## config.mk

```make
export PLATFORM = sky130hd
export DESIGN_NAME = hdr_ctrl_engine_flat
export DESIGN_NICKNAME = d
export VERILOG_FILES = /design/src/rtl/hdr_ctrl_engine_if.sv /design/src/rtl/hdr_ctrl_engine.sv /design/src/flat_wrapper.sv
export SDC_FILE = /design/constraint.sdc
export NUM_CORES = 1
export LEC_CHECK = 0
export BUFFER_PORTS_ARGS = -buffer_cell sky130_fd_sc_hd__buf_2
export CAP_MARGIN = 0
export CELL_PAD_IN_SITES_DETAIL_PLACEMENT = 2
export CELL_PAD_IN_SITES_GLOBAL_PLACEMENT = 2
export CORE_UTILIZATION = 32
export DETAILED_ROUTE_END_ITERATION = 10
export PLACE_DENSITY = 0.85
export SLEW_MARGIN = 40
export SYNTH_ARGS = -nofsm -noshare
export SYNTH_HDL_FRONTEND = slang
export SYNTH_SLANG_ARGS = --single-unit
export TNS_END_PERCENT = 10
```

## constraint.sdc

```tcl
create_clock -name i_sys_clk -period 3 [get_ports i_sys_clk]
set_input_delay 0.15 -clock i_sys_clk [delete_from_list [all_inputs] [get_ports i_sys_clk]]
set_output_delay 0.15 -clock i_sys_clk [all_outputs]
set_load 0.005 [all_outputs]
```

## src/rtl/hdr_ctrl_engine_if.sv

```systemverilog
// Request, completion, enable and status signals between the HDR control
// engine and the host/sub-blocks around it.
interface hdr_ctrl_engine_if;
  logic       i_start;
  logic       i_stop;
  logic       i_cmd_is_ccc;
  logic       i_ENTHDR_done;
  logic       i_tx_done;
  logic       i_NT_done;
  logic       i_CCC_done;
  logic       i_restart_done;
  logic       i_exit_done;
  logic       i_xfer_err;

  logic       o_ENTHDR_en;
  logic       o_tx_en;
  logic       o_NT_en;
  logic       o_CCC_en;
  logic       o_rstpat_en;
  logic       o_exitpat_en;
  logic [3:0] o_tx_mode;
  logic [1:0] o_muxes;
  logic       o_busy;
  logic       o_done;
  logic       o_error;

  // Host / sub-block side: issues requests and completion pulses.
  modport master (
    output i_start, i_stop, i_cmd_is_ccc,
    output i_ENTHDR_done, i_tx_done, i_NT_done, i_CCC_done,
    output i_restart_done, i_exit_done, i_xfer_err,
    input  o_ENTHDR_en, o_tx_en, o_NT_en, o_CCC_en, o_rstpat_en, o_exitpat_en,
    input  o_tx_mode, o_muxes, o_busy, o_done, o_error
  );

  // Engine side.
  modport slave (
    input  i_start, i_stop, i_cmd_is_ccc,
    input  i_ENTHDR_done, i_tx_done, i_NT_done, i_CCC_done,
    input  i_restart_done, i_exit_done, i_xfer_err,
    output o_ENTHDR_en, o_tx_en, o_NT_en, o_CCC_en, o_rstpat_en, o_exitpat_en,
    output o_tx_mode, o_muxes, o_busy, o_done, o_error
  );
endinterface

```

## src/rtl/hdr_ctrl_engine.sv

```systemverilog
// HDR mode sequencer: enters HDR, sends the command word, hands the bus to
// the DDR or CCC handler, supports restarts and exits, and aborts any waiting
// state that exceeds TIMEOUT_CYCLES.
//
// state       | meaning
// ------------+-----------------------------------------------
// IDLE_SDR    | not in HDR mode, waiting for i_start
// ENTHDR      | ENTHDR pattern generator running
// CMD_TX      | command word being transmitted
// DDR_NT      | DDR normal transfer owns the bus
// CCC_HANDLER | CCC handler owns the bus
// IDLE_HDR    | in HDR mode between transfers
// RESTART     | HDR restart pattern being sent
// EXIT        | HDR exit pattern being sent (no timeout)
module hdr_ctrl_engine #(
  parameter int TIMEOUT_CYCLES = 1024
) (
  input  logic         i_sys_clk,
  input  logic         i_sys_rst,
  hdr_ctrl_engine_if.slave bus
);

  localparam int CW = (TIMEOUT_CYCLES > 1) ? $clog2(TIMEOUT_CYCLES) : 1;
  localparam logic [CW-1:0] TC = CW'(TIMEOUT_CYCLES - 1);

  typedef enum logic [2:0] {
    IDLE_SDR, ENTHDR, CMD_TX, DDR_NT, CCC_HANDLER, IDLE_HDR, RESTART, EXIT
  } state_t;

  state_t          state, nxt;
  logic            ccc_flag;
  logic [CW-1:0]   cnt;
  logic            done_q, error_q;
  logic            timed, set_done, set_err, latch_ccc;

  // Next-state decision; a done pulse always outranks the timeout.
  always_comb begin
    nxt       = state;
    set_done  = 1'b0;
    set_err   = 1'b0;
    latch_ccc = 1'b0;
    timed     = 1'b0;
    case (state)
      IDLE_SDR: begin
        if (bus.i_start) begin
          nxt       = ENTHDR;
          latch_ccc = 1'b1;
        end
      end
      ENTHDR: begin
        timed = 1'b1;
        if (bus.i_ENTHDR_done) nxt = CMD_TX;
      end
      CMD_TX: begin
        timed = 1'b1;
        if (bus.i_tx_done) nxt = ccc_flag ? CCC_HANDLER : DDR_NT;
      end
      DDR_NT: begin
        timed = 1'b1;
        if (bus.i_NT_done) begin
          nxt      = bus.i_xfer_err ? EXIT : IDLE_HDR;
          set_err  = bus.i_xfer_err;
          set_done = ~bus.i_xfer_err;
        end
      end
      CCC_HANDLER: begin
        timed = 1'b1;
        if (bus.i_CCC_done) begin
          nxt      = bus.i_xfer_err ? EXIT : IDLE_HDR;
          set_err  = bus.i_xfer_err;
          set_done = ~bus.i_xfer_err;
        end
      end
      IDLE_HDR: begin
        if (bus.i_stop) begin
          nxt = EXIT;
        end else if (bus.i_start) begin
          nxt       = RESTART;
          latch_ccc = 1'b1;
        end
      end
      RESTART: begin
        timed = 1'b1;
        if (bus.i_restart_done) nxt = CMD_TX;
      end
      EXIT: begin
        if (bus.i_exit_done) nxt = IDLE_SDR;
      end
      default: nxt = IDLE_SDR;
    endcase
    // Every timed state leaves on its own done pulse, so an unchanged
    // next state here means the done input was low.
    if (timed && (cnt == TC) && (nxt == state)) begin
      nxt     = EXIT;
      set_err = 1'b1;
    end
  end

  // State, command-type flag, timeout counter and status pulses.
  always_ff @(posedge i_sys_clk or negedge i_sys_rst) begin
    if (!i_sys_rst) begin
      state    <= IDLE_SDR;
      ccc_flag <= 1'b0;
      cnt      <= '0;
      done_q   <= 1'b0;
      error_q  <= 1'b0;
    end else begin
      state   <= nxt;
      done_q  <= set_done;
      error_q <= set_err;
      if (latch_ccc) ccc_flag <= bus.i_cmd_is_ccc;
      if ((nxt != state) || !timed) cnt <= '0;
      else                          cnt <= cnt + 1'b1;
    end
  end

  // Enables, mux select and mode are decoded from the current state only.
  always_comb begin
    bus.o_ENTHDR_en  = (state == ENTHDR);
    bus.o_tx_en      = (state == CMD_TX);
    bus.o_NT_en      = (state == DDR_NT);
    bus.o_CCC_en     = (state == CCC_HANDLER);
    bus.o_rstpat_en  = (state == RESTART);
    bus.o_exitpat_en = (state == EXIT);
    bus.o_tx_mode    = (state == CMD_TX) ? 4'b0001 : 4'b0000;
    bus.o_busy       = (state != IDLE_SDR);
    case (state)
      DDR_NT:      bus.o_muxes = 2'b01;
      CCC_HANDLER: bus.o_muxes = 2'b10;
      default:     bus.o_muxes = 2'b00;
    endcase
  end

  assign bus.o_done  = done_q;
  assign bus.o_error = error_q;

endmodule
```

## src/flat_wrapper.sv

```systemverilog
// flat-port wrapper written by rule: the top's interface ports become plain ports
module hdr_ctrl_engine_flat 
#(
  parameter int TIMEOUT_CYCLES = 1024
)
  (i_sys_clk, i_sys_rst, bus_i_start, bus_i_stop, bus_i_cmd_is_ccc, bus_i_ENTHDR_done, bus_i_tx_done, bus_i_NT_done, bus_i_CCC_done, bus_i_restart_done, bus_i_exit_done, bus_i_xfer_err, bus_o_ENTHDR_en, bus_o_tx_en, bus_o_NT_en, bus_o_CCC_en, bus_o_rstpat_en, bus_o_exitpat_en, bus_o_tx_mode, bus_o_muxes, bus_o_busy, bus_o_done, bus_o_error);
  hdr_ctrl_engine_if bus_i ();
  input  logic i_sys_clk;
  input  logic i_sys_rst;
  input wire logic [$bits(bus_i.i_start)-1:0] bus_i_start;
  input wire logic [$bits(bus_i.i_stop)-1:0] bus_i_stop;
  input wire logic [$bits(bus_i.i_cmd_is_ccc)-1:0] bus_i_cmd_is_ccc;
  input wire logic [$bits(bus_i.i_ENTHDR_done)-1:0] bus_i_ENTHDR_done;
  input wire logic [$bits(bus_i.i_tx_done)-1:0] bus_i_tx_done;
  input wire logic [$bits(bus_i.i_NT_done)-1:0] bus_i_NT_done;
  input wire logic [$bits(bus_i.i_CCC_done)-1:0] bus_i_CCC_done;
  input wire logic [$bits(bus_i.i_restart_done)-1:0] bus_i_restart_done;
  input wire logic [$bits(bus_i.i_exit_done)-1:0] bus_i_exit_done;
  input wire logic [$bits(bus_i.i_xfer_err)-1:0] bus_i_xfer_err;
  output wire logic [$bits(bus_i.o_ENTHDR_en)-1:0] bus_o_ENTHDR_en;
  output wire logic [$bits(bus_i.o_tx_en)-1:0] bus_o_tx_en;
  output wire logic [$bits(bus_i.o_NT_en)-1:0] bus_o_NT_en;
  output wire logic [$bits(bus_i.o_CCC_en)-1:0] bus_o_CCC_en;
  output wire logic [$bits(bus_i.o_rstpat_en)-1:0] bus_o_rstpat_en;
  output wire logic [$bits(bus_i.o_exitpat_en)-1:0] bus_o_exitpat_en;
  output wire logic [$bits(bus_i.o_tx_mode)-1:0] bus_o_tx_mode;
  output wire logic [$bits(bus_i.o_muxes)-1:0] bus_o_muxes;
  output wire logic [$bits(bus_i.o_busy)-1:0] bus_o_busy;
  output wire logic [$bits(bus_i.o_done)-1:0] bus_o_done;
  output wire logic [$bits(bus_i.o_error)-1:0] bus_o_error;
  assign bus_i.i_start = bus_i_start;
  assign bus_i.i_stop = bus_i_stop;
  assign bus_i.i_cmd_is_ccc = bus_i_cmd_is_ccc;
  assign bus_i.i_ENTHDR_done = bus_i_ENTHDR_done;
  assign bus_i.i_tx_done = bus_i_tx_done;
  assign bus_i.i_NT_done = bus_i_NT_done;
  assign bus_i.i_CCC_done = bus_i_CCC_done;
  assign bus_i.i_restart_done = bus_i_restart_done;
  assign bus_i.i_exit_done = bus_i_exit_done;
  assign bus_i.i_xfer_err = bus_i_xfer_err;
  assign bus_o_ENTHDR_en = bus_i.o_ENTHDR_en;
  assign bus_o_tx_en = bus_i.o_tx_en;
  assign bus_o_NT_en = bus_i.o_NT_en;
  assign bus_o_CCC_en = bus_i.o_CCC_en;
  assign bus_o_rstpat_en = bus_i.o_rstpat_en;
  assign bus_o_exitpat_en = bus_i.o_exitpat_en;
  assign bus_o_tx_mode = bus_i.o_tx_mode;
  assign bus_o_muxes = bus_i.o_muxes;
  assign bus_o_busy = bus_i.o_busy;
  assign bus_o_done = bus_i.o_done;
  assign bus_o_error = bus_i.o_error;
  hdr_ctrl_engine #(.TIMEOUT_CYCLES(TIMEOUT_CYCLES)) u_core (.i_sys_clk(i_sys_clk), .i_sys_rst(i_sys_rst), .bus(bus_i));
endmodule
```

---- After elaboration in Yosys (flattened, before gate mapping) ----
Index checks and enable logic that the tools add are counted.
W data, S select, Z words.
operators by class
  $add $sub $neg .......................... 1
  equal/unequal tests ..................... 10
  mux-type cells .......................... 27
  bitwise logic cells ..................... 1
  reductions and logical operators ........ 7
operators with widths
  cell                     count
  $mux W3                  11
  $pmux W3 S8              1
  $eq A3 B3 Y1 const B     4
  $add A10 B1 Y10 const B  1
  $eq A10 B10 Y1 const B   1
  $mux W10                 1
  $mux W1                  9
  $eq A3 B2 Y1 const B     2
  $pmux W1 S2              3
  $reduce_or A5 Y1         1
  $pmux W2 S2              1
  $eq A3 B1 Y1 const B     1
  $eq A3 B3 Y1             1
  $logic_not A3 Y1         1
  $ne A3 B3 Y1             1
  $reduce_bool A3 Y1       1
  $logic_and A1 B1 Y1      2
  $mux W2                  1
  $logic_not A1 Y1         1
  $logic_or A1 B1 Y1       1
  $not A1 Y1               1
storage, ports and cells
  register bits ........................... 16
  input port bits ......................... 12
  word-level logic and storage cells ...... 51

---- Longest topological paths before layout ----
Gate-level depths: netlist of run 1.
  word-level depth ........................ 9
  depth in mapped cells ................... 8

---- Worst setup path before layout of run 1 ----
OpenSTA, ideal clock, no wires.
  path type ............................... register to register
  start point ............................. register u_core.state[1]
  end point ............................... register u_core.cnt[0]
  arrival ................................. 1981 ps
  setup slack ............................. 925 ps
  stages on the path, launching flop included .. 7
  path buffers ............................ 1
  clock period less this slack ............ 2075 ps
  path through ............................ dfrtp_1 -> and3b_1 -> o311a_4 -> or4_1 -> a32o_1 -> buf_6 -> nor4b_4
on the way
  cells in the longest elaborated chain, start to end .. 9
RTL lines
  item                                                 line                    text
  from (decl)                                          hdr_ctrl_engine.sv:30   state_t state, nxt;
  from (signal assigned)                               hdr_ctrl_engine.sv:108  state <= nxt;
  $mux W3, or another cell as far along                hdr_ctrl_engine.sv:77   end else if (bus.i_start) begin
  $mux W3 or $reduce_or A5 Y1 (tied branches)          n/a
  $pmux W3 S8 or $mux W1 (tied branches)               hdr_ctrl_engine.sv:43   case (state)
  $eq A3 B3 Y1 or $logic_and A1 B1 Y1 (tied branches)  hdr_ctrl_engine.sv:93   if (timed && (cnt == TC) && (nxt == state)) begin
  $logic_and A1 B1 Y1                                  hdr_ctrl_engine.sv:93
  $mux W3                                              hdr_ctrl_engine.sv:93
  $ne A3 B3 Y1                                         hdr_ctrl_engine.sv:112  if ((nxt != state) || !timed) cnt <= '0;
  $logic_or A1 B1 Y1 (*)                               hdr_ctrl_engine.sv:112
  $mux W10 (*)                                         hdr_ctrl_engine.sv:112
  to (signal assigned)                                 hdr_ctrl_engine.sv:113  else cnt <= cnt + 1'b1;
  to (decl)                                            hdr_ctrl_engine.sv:32   logic [CW-1:0] cnt;
Mark *: on every way between the ends. The rest lies on a longest branch, timed or not.
A chain may end at the register's enable or synchronous reset.

---- Final worst setup path of run 1 ----
  start point ............................. register u_core.state[2]
  end point ............................... register u_core.cnt[5]
The elaborated chain is that of the path after synthesis.

==> results_dict.tcl, run 1 <==
set metrics [dict create \
    status "finished, final reports clean" \
    gp_congestion 0.806 \
    grt_antenna_before_repair 0 \
    end_kind "flip-flop" \
    drive_gt1_share_pct 28.2 \
    cts.sinks 16 \
    wl_per_cell_um 16.5 \
    hold_viol_final 0 \
    yosysTopAreaCell "dfrtp_1" \
    numPlacedInstances 197 \
    synth_xor_area_share_pct 5.80 \
    setup_viol 0 \
    synth-seq-cells 16 \
    core_area_um2 3470 \
    p_seq_share_pct 31.2 \
    dieHeight_um 63.5 \
    synth_mux_area_share_pct 1.86 \
    hpwl_um 2480 \
    min_from "bus_i_cmd_is_ccc" \
    clock_power_share_pct 17.1 \
    min_period_over_period_pct 81.1 \
    grt_max_degree 21 \
    hold_path.class "input port to flip-flop" \
    yosysTopAreaCellShare_pct 33.1 \
    syn_area_per_cell_um2 9.02 \
    cts_tree "done" \
    max-vdd-ir-drop_v 0.000318 \
    cts-root-buf "clkbuf_8" \
    initial_core_util_pct 34.8 \
    synth_area_um2 1210 \
    synth-compound-area-share_pct 13.6 \
    post_cts_resized 0 \
    max_freq_mhz 411 \
    grt_usage_pct 18.2 \
    synthDistinctLibCells 48 \
    grt.overflow.total 0 \
    required_ns 3.12 \
    cp-start-kind "flip-flop" \
    finClkSkew_ns 0.00144 \
    clk_latency_ns 0.26 \
    power_frac_comb_pct 51.8 \
    crit_fanout 20 \
    vias_per_cell 5.19 \
    synth_cells 134 \
    totalWireLength_um 3330 \
    p_sw_share_pct 42.6 \
    synth_fa_ha_area_share_pct 1.04 \
    synthTopCellsByArea "dfrtp_1 (33%), xnor2_1 (5.8%), nor2_1 (4.3%)" \
    cts_buffers 3 \
    fin_crit_ns 2.43 \
    p_int_uw 656 \
    syn2layout_area_growth_pct 13.4 \
    cts_setup_buffers 0 \
    cts-htree-levels 1 \
    crit_type "flip-flop to flip-flop" \
    io_pins 27 \
    synth-edff-count 0 \
    rsz0062_at_grt "no" \
    netSwitchingPower_uw 487 \
    dieArea_um2 4030 \
    ys_warn_count 0 \
    cts_buffer_depth 2 \
    reg2reg_from "u_core.state[2]" \
    synthSimpleGateAreaFrac_pct 32.4 \
    drt_first_pass_iters 4 \
    async_flop_share_pct 100 \
    die_x_um 63.5 \
    setup_tns_ns 0 \
    synth_commonest_cells "dfrtp_1 (16), nor2_1 (14), nand2_1 (10)" \
    grt_pass1_wl_um 5670 \
    arrival_ns 2.56 \
    drtIter0Drc 25 \
    synth_top_family_by_area "simple AND/OR/NAND/NOR gates" \
    relSlewSlack_pct 61.6 \
    report.final.slew_viol_count 0 \
    max-cap-violations 0 \
    port_buffers 23 \
    ys.flop_type "dfrtp_1" \
    clk_pin_slew_ns 0.06 \
    startpoint "u_core.state[2]" \
    grt_pass1_vias 1136 \
    dr_total_vias 1049 \
    worst_pin_slew_ns 0.576 \
    power.leakage_uw 0.000621 \
    power_density_nw_per_um2 835 \
    drtAntennaViolNets 0 \
    yosysMostFrequentCell "dfrtp_1" \
    fin_cells 202 \
    n_antenna_cell 0 \
    rows 21 \
    synth-seq-area-share_pct 33.1 \
    layout.nets 170 \
    drc 0 \
]
path summary, 6_finish.rpt:
path,endpoint,slack (ns),depth (start not counted)
max,u_core.cnt[5],0.57,6
min,u_core.ccc_flag,0.13,2
max reg2reg,u_core.cnt[5],0.57,6
min reg2reg,u_core.cnt[0],0.55,1
max in group asynchronous,u_core.ccc_flag,2.38,2
min in group asynchronous,u_core.state[1],0.34,2
cells by family (layout without fill, tap and decap cells):
| logic type | Yosys count | count (layout) |
|---|---|---|
| compound gates | 21 | 21 |
| simple gates | 66 | 66 |
| buf+inv | 19 | 39 |
| flops | 16 | 16 |
| xor+xnor | 8 | 8 |
| mux | 2 | 2 |
| fa+ha+maj | 1 | 1 |
| other cells | 1 | 3 |
placed cells by master, fill, tap and decap left out, drive strengths merged, types with 2 or more instances in the layout:
cell and n:
nand2 10, nor2 14, and3b 3, nand4 3, o21ai 3, and3 2, inv 6, nor3 7
xnor2 8, or3 3, mux2 2, conb 3, a21oi 4, nor3b 3, a21boi 3, nand4b 2
nand3 8, dfrtp 16, clkbuf 4, buf 28, nand3b 2
layer usage:
metal	wire length [µm]	part of all wire, %	vias up	GRT usage [%]
met1	1570	47	515	24.1
met2	1650	50	18	30.5
met3	106	3.2	3	4.89
met5	0	0	-	0
met4	10	0.30	0	1.70
li1	-	-	513	-
worst max-delay path, cell delays in order (launching register included):
cell	delay, ns
dfrtp_1	0.71
nor3b_1	0.28
o32ai_1	0.11
a2111oi_0	0.41
buf_4	0.21
a32o_1	0.45
nor3_1	0.12
per-stage QoR:
stage | hold slack, ns | setup slack (ns) | total power [µW] | cell area [µm²] | utilization [%]
after floorplan | -0.146 | 0.925 | 829 | 1220 | -
after global placement | 0.0815 | 0.617 | 917 | 1310 | 37.6
after detailed placement | 0.0889 | 0.564 | 951 | 1310 | 37.6
after CTS | 0.115 | 0.534 | 1160 | 1370 | 39.5
after global routing | 0.119 | 0.335 | 1240 | 1370 | 39.5
final | 0.125 | 0.566 | 1140 | 1370 | 39.5
area by class of cell:
| cell class | count | area (µm²) |
|---|---|---|
| Multi-Input combinational cell | 101 | 672 |
| Tap cell | 46 | 57.6 |
| Clock buffer | 4 | 55.1 |
| Sequential cell | 16 | 400 |
| Fill cell | 421 | 2100 |
| Timing Repair Buffer | 29 | 163 |
| Inverter | 6 | 22.5 |
power groups by stage:
| stage | registers, µW | clock network [µW] | logic (µW) |
|---|---|---|---|
| final | 356 | 195 | 592 |
| after global routing | 369 | 217 | 653 |
| after CTS | 355 | 205 | 595 |
| after detailed placement | 359 | 0 | 592 |
| after global placement | 349 | 0 | 568 |
| after floorplan | 286 | 0 | 542 |
sequential cells by signal, summed over array words and instances, names as in the netlist:
name	cells
u_core.cnt	10
u_core.state	3
u_core.bus.o_done	1
u_core.bus.o_error	1
u_core.ccc_flag	1
timing repair:
action	CTS	global route
endpoints found under the hold margin	16	0
hold buffers	1	0
endpoints found under the setup margin	0	0
(Power assumes the default switching activity.)
==> run 2: changes to the inputs <==
--- a/config.mk
+++ b/config.mk
@@ -9,9 +9,9 @@
 export CAP_MARGIN = 0
 export CELL_PAD_IN_SITES_DETAIL_PLACEMENT = 2
 export CELL_PAD_IN_SITES_GLOBAL_PLACEMENT = 2
-export CORE_UTILIZATION = 32
+export CORE_UTILIZATION = 29
 export DETAILED_ROUTE_END_ITERATION = 10
-export PLACE_DENSITY = 0.85
+export PLACE_DENSITY = 0.81
 export SLEW_MARGIN = 40
 export SYNTH_ARGS = -nofsm -noshare
 export SYNTH_HDL_FRONTEND = slang
==> constraint.sdc (replaced) <==
create_clock -name i_sys_clk -period 2.2 [get_ports i_sys_clk]
set_input_delay 0.11 -clock i_sys_clk [delete_from_list [all_inputs] [get_ports i_sys_clk]]
set_output_delay 0.11 -clock i_sys_clk [all_outputs]
set_load 0.005 [all_outputs]
==> results_dict.tcl, run 2 (synthesized netlist as in run 1, its figures left out) <==
set metrics [dict create \
    n_antenna_cell 0 \
    p_sw_share_pct 41.6 \
    hpwl_um 2840 \
    syn2layout_area_growth_pct 21.7 \
    layout.nets 181 \
    drc 0 \
    drtIter0Drc 53 \
    reg_top3 "u_core.cnt: 10 flops, u_core.state: 3 flops" \
    hold_viol_final 0 \
    cts-root-buf "clkbuf_8" \
    p_int_uw 1030 \
    rsz0062_at_grt "yes" \
    power_uw 1760 \
    io_pins 27 \
    power_density_nw_per_um2 1200 \
    n_fill_cell 476 \
    drive_gt1_share_pct 35.3 \
    grt_pass1_vias 1221 \
    grt_usage_pct 18.3 \
    arrival_ns 2.32 \
    drtAntennaViolNets 0 \
    gp_congestion 0.804 \
    hold_path.class "input port to flip-flop" \
    max-vdd-ir-drop_v 0.000301 \
    fin_crit_ns 2.17 \
    core_area_um2 4000 \
    drt_first_pass_iters 4 \
    power.leakage_uw 0.000677 \
    grt_antenna_before_repair 0 \
    final_common_cell "buf_2" \
    clock_power_share_pct 15.0 \
    regMostFlops "u_core.cnt" \
    hold_slack_ns 0.0894 \
    regArea_um2 402 \
    power_frac_comb_pct 60.6 \
    crit_fanout 5 \
    critPathSlowestCell "or4_4" \
    netSwitchingPower_uw 734 \
    port_buffers 23 \
    dieArea_um2 4430 \
    grt.overflow.total 0 \
    grt_max_degree 17 \
    die_x_um 66.6 \
    max-cap-violations 0 \
    clk_latency_ns 0.25 \
    finClkSkew_ns 0.00443 \
    cts_tree "done" \
    rows 23 \
    end_kind "flip-flop" \
    cts-htree-levels 1 \
    clk_pin_slew_ns 0.07 \
    report.final.slew_viol_count 0 \
    crit_type "flip-flop to flip-flop" \
    setup_viol 0 \
    setup_tns_ns 0 \
    cts_buffer_depth 2 \
    cp-start-kind "flip-flop" \
    cts.sinks 16 \
    max_freq_mhz 460 \
    dieHeight_um 66.6 \
    dr_total_vias 1144 \
    multi_input_area_um2 692 \
    status "finished, final reports clean" \
    grt_pass1_wl_um 5980 \
    min_period_over_period_pct 98.7 \
    wl_per_cell_um 17.8 \
    initial_core_util_pct 30.2 \
    slowest_delay_ns 0.53 \
    vias_per_cell 5.27 \
    final_cell_mix "buf_2 (23), buf_4 (15), dfrtp_1 (15)" \
    totalWireLength_um 3860 \
    cts_buffers 3 \
    largest_reg_flops 10 \
    path_cells "and3b_1, o311a_4, or4_4, a32o_2, nor3_1" \
    required_ns 2.35 \
    p_seq_share_pct 24.4 \
]
[run 2: final timing paths]
kind / from / to / slack, ns / cells after the start
setup reg to reg: u_core.state[1] / u_core.cnt[7] / 0.03 / 5
hold / removal: bus_i_xfer_err / u_core.bus.o_error / 0.09 / 2
min in group asynchronous: i_sys_rst / u_core.bus.o_error / 0.32 / 2
setup / recovery: u_core.state[1] / u_core.cnt[7] / 0.03 / 5
hold reg to reg: u_core.cnt[0] / u_core.cnt[0] / 0.53 / 1
max in group asynchronous: i_sys_rst / u_core.state[0] / 1.58 / 2
[run 2: metal layers]
| metal | GRT usage [%] | part of all wire (%) | routed length, µm |
|---|---|---|---|
| met1 | 22.0 | 42 | 1630 |
| met2 | 32.4 | 53 | 2060 |
| met3 | 3.25 | 3.4 | 131 |
| met4 | 6.38 | 1.2 | 46 |
| met5 | 0 | 0 | 0 |
[run 2: through the flow]
step	utilization [%]	setup WS, ns	cell area [µm²]	std cells
3_3_place_gp	34.4	0.0265	1380	210
2_1_floorplan	-	0.125	1220	136
4_1_cts	36.1	0.00269	1440	215
3_5_place_dp	34.4	-0.0880	1380	210
6_report	36.8	0.0277	1470	217
5_1_grt	36.8	-0.0250	1470	217
[run 2: what timing repair did]
item | 4_1_cts | 5_1_grt
pin swaps | 0 | 2
cloned | 0 | 1
buffers inserted | 0 | 1
endpoints found under the setup margin | 8 | 11
resized for setup | 1 | 5
hold buffers | 1 | 0
endpoints found under the hold margin | 16 | 0
[run 2: layout make-up]
type                    count  share of cell area [%]
multi-input cells         102                    47.0
flip-flops and latches     16                    27.3
repair buffers             39                    16.2
well taps                  50                    4.25
clock buffers               4                    3.74
inverters                   6                    1.53
[run 2: critical path: cells and delay by family, from the launching register on]
kind | cells | cell delay (ns)
compound gates | 2 | 0.67
flops | 1 | 0.40
simple gates | 3 | 1.01
[run 2: power by group through the flow]
stage	Combinational [µW]	Clock [µW]	Sequential (µW)
3_3_place_gp	948	0	427
2_1_floorplan	739	0	391
6_report	1070	265	431
3_5_place_dp	1010	0	433
4_1_cts	1020	271	427
5_1_grt	1170	279	442
==> run 3: changes to the inputs <==
--- a/config.mk
+++ b/config.mk
@@ -9,6 +9,7 @@
 export CAP_MARGIN = 0
 export CELL_PAD_IN_SITES_DETAIL_PLACEMENT = 2
 export CELL_PAD_IN_SITES_GLOBAL_PLACEMENT = 2
+export CORE_ASPECT_RATIO = 0.6
 export CORE_UTILIZATION = 29
 export DETAILED_ROUTE_END_ITERATION = 10
 export PLACE_DENSITY = 0.81
==> results_dict.tcl, run 3 (synthesized netlist as in run 1, its figures left out) <==
set metrics [dict create \
    grt_antenna_before_repair 0 \
    max-vdd-ir-drop_v 0.000284 \
    final_cell_mix "buf_2 (23), buf_4 (14), dfrtp_1 (14)" \
    fin_crit_ns 2.19 \
    p_seq_share_pct 23.0 \
    max_freq_mhz 456 \
    layout.nets 181 \
    dieHeight_um 52.0 \
    power.leakage_uw 0.000682 \
    cts_buffers 3 \
    grt.overflow.total 0 \
    drive_gt1_share_pct 37.7 \
    drt_first_pass_iters 4 \
    grt_max_degree 17 \
    pre_cts_ws_ns -0.0538 \
    min_period_over_period_pct 99.7 \
    arrival_ns 2.36 \
    crit_type "flip-flop to flip-flop" \
    port_buffers 23 \
    finClkSkew_ns 0.00188 \
    setup_viol 0 \
    hold_viol_final 0 \
    end_kind "flip-flop" \
    cts_buffer_depth 2 \
    rows 17 \
    core_area_um2 3830 \
    power_uw 1890 \
    rsz0062_at_grt "yes" \
    drtAntennaViolNets 0 \
    critPathSlowestCell "or4_4" \
    drtIter0Drc 67 \
    layout_setup_ws_ns 0.00689 \
    dieArea_um2 4440 \
    clk_latency_ns 0.26 \
    clock_power_share_pct 14.5 \
    max-cap-violations 0 \
    gp_congestion 0.780 \
    power_density_nw_per_um2 1260 \
    final_common_cell "buf_2" \
    regMostFlops "u_core.cnt" \
    grt_pass1_vias 1333 \
    vias_per_cell 5.66 \
    wl_per_cell_um 20.9 \
    regArea_um2 403 \
    hold_path.class "input port to flip-flop" \
    io_pins 27 \
    cts-root-buf "clkbuf_8" \
    grt_pass1_wl_um 6870 \
    largest_reg_flops 10 \
    netSwitchingPower_uw 819 \
    cts.sinks 16 \
    grt_usage_pct 20.9 \
    die_x_um 85.3 \
    syn2layout_area_growth_pct 23.7 \
    report.final.slew_viol_count 0 \
    totalWireLength_um 4460 \
    crit_fanout 4 \
    n_antenna_cell 0 \
    hpwl_um 3110 \
    clk_pin_slew_ns 0.07 \
    cts-htree-levels 1 \
    power_frac_comb_pct 62.5 \
    hold_slack_ns 0.0810 \
    path_cells "and3b_2, o311a_4, or4_4, a32o_2, nor4b_4" \
    dr_total_vias 1211 \
    status "finished, final reports clean" \
    reg_top3 "u_core.cnt: 10 flops, u_core.state: 3 flops" \
    p_int_uw 1070 \
    required_ns 2.37 \
    setup_tns_ns 0 \
    slowest_delay_ns 0.53 \
    cp-start-kind "flip-flop" \
    cts_tree "done" \
    n_fill_cell 428 \
    drc 0 \
    p_sw_share_pct 43.4 \
    multi_input_area_um2 706 \
    initial_core_util_pct 31.6 \
]
[run 3: area by class of cell]
class                      count  area share (%)
clock buffer                   4            3.68
tap                           47            3.93
inverter                       6            1.51
timing repair buffer          39            16.7
sequential                    16            26.9
multi-input combinational    102            47.2
[run 3: through the flow]
step | area [µm²] | utilization (%) | instances
after floorplan | 1220 | - | 136
after global placement | 1390 | 36.4 | 208
after detailed placement | 1390 | 36.4 | 208
after CTS | 1470 | 38.3 | 213
after global routing | 1500 | 39.1 | 214
final | 1500 | 39.1 | 214
[run 3: power by group through the flow]
| stage | registers [µW] | clock network [µW] | logic [µW] |
|---|---|---|---|
| final | 434 | 274 | 1180 |
| after global routing | 443 | 295 | 1270 |
| after CTS | 427 | 278 | 1120 |
| after detailed placement | 429 | 0 | 1080 |
| after global placement | 419 | 0 | 1010 |
| after floorplan | 391 | 0 | 739 |
[run 3: metal layers]
metal | vias up | GRT usage, % | part of all wire [%]
met5 | - | 0 | 0
met4 | 0 | 9.44 | 1.7
met3 | 13 | 5.24 | 5.2
li1 | 538 | - | -
met2 | 49 | 34.5 | 48
met1 | 611 | 26.2 | 45
[run 3: final timing paths]
kind	from	endpoint	slack [ns]	depth (start not counted)
min in group asynchronous	i_sys_rst	u_core.bus.o_done	0.31	2
max	u_core.state[1]	u_core.cnt[0]	0.007	5
min	bus_i_cmd_is_ccc	u_core.ccc_flag	0.08	2
max in group asynchronous	i_sys_rst	u_core.state[0]	1.59	2
max reg2reg	u_core.state[1]	u_core.cnt[0]	0.007	5
min reg2reg	u_core.cnt[0]	u_core.cnt[0]	0.59	1
[run 3: critical path, delay by kind of cell (launching register included)]
kind | cells | cell delay (ns)
AO/OA/AOI/OAI | 2 | 0.67
flip-flops | 1 | 0.41
AND/OR/NAND/NOR | 3 | 1.04
[run 3: what timing repair did]
| item | CTS | global route |
|---|---|---|
| endpoints found under the setup margin | 8 | 11 |
| resized for setup | 4 | 8 |
| hold endpoints to repair | 16 | 0 |
| pin swaps | 1 | 4 |
| hold buffers | 1 | 0 |
| cloned | 0 | 1 |
| setup buffers | 0 | 1 |
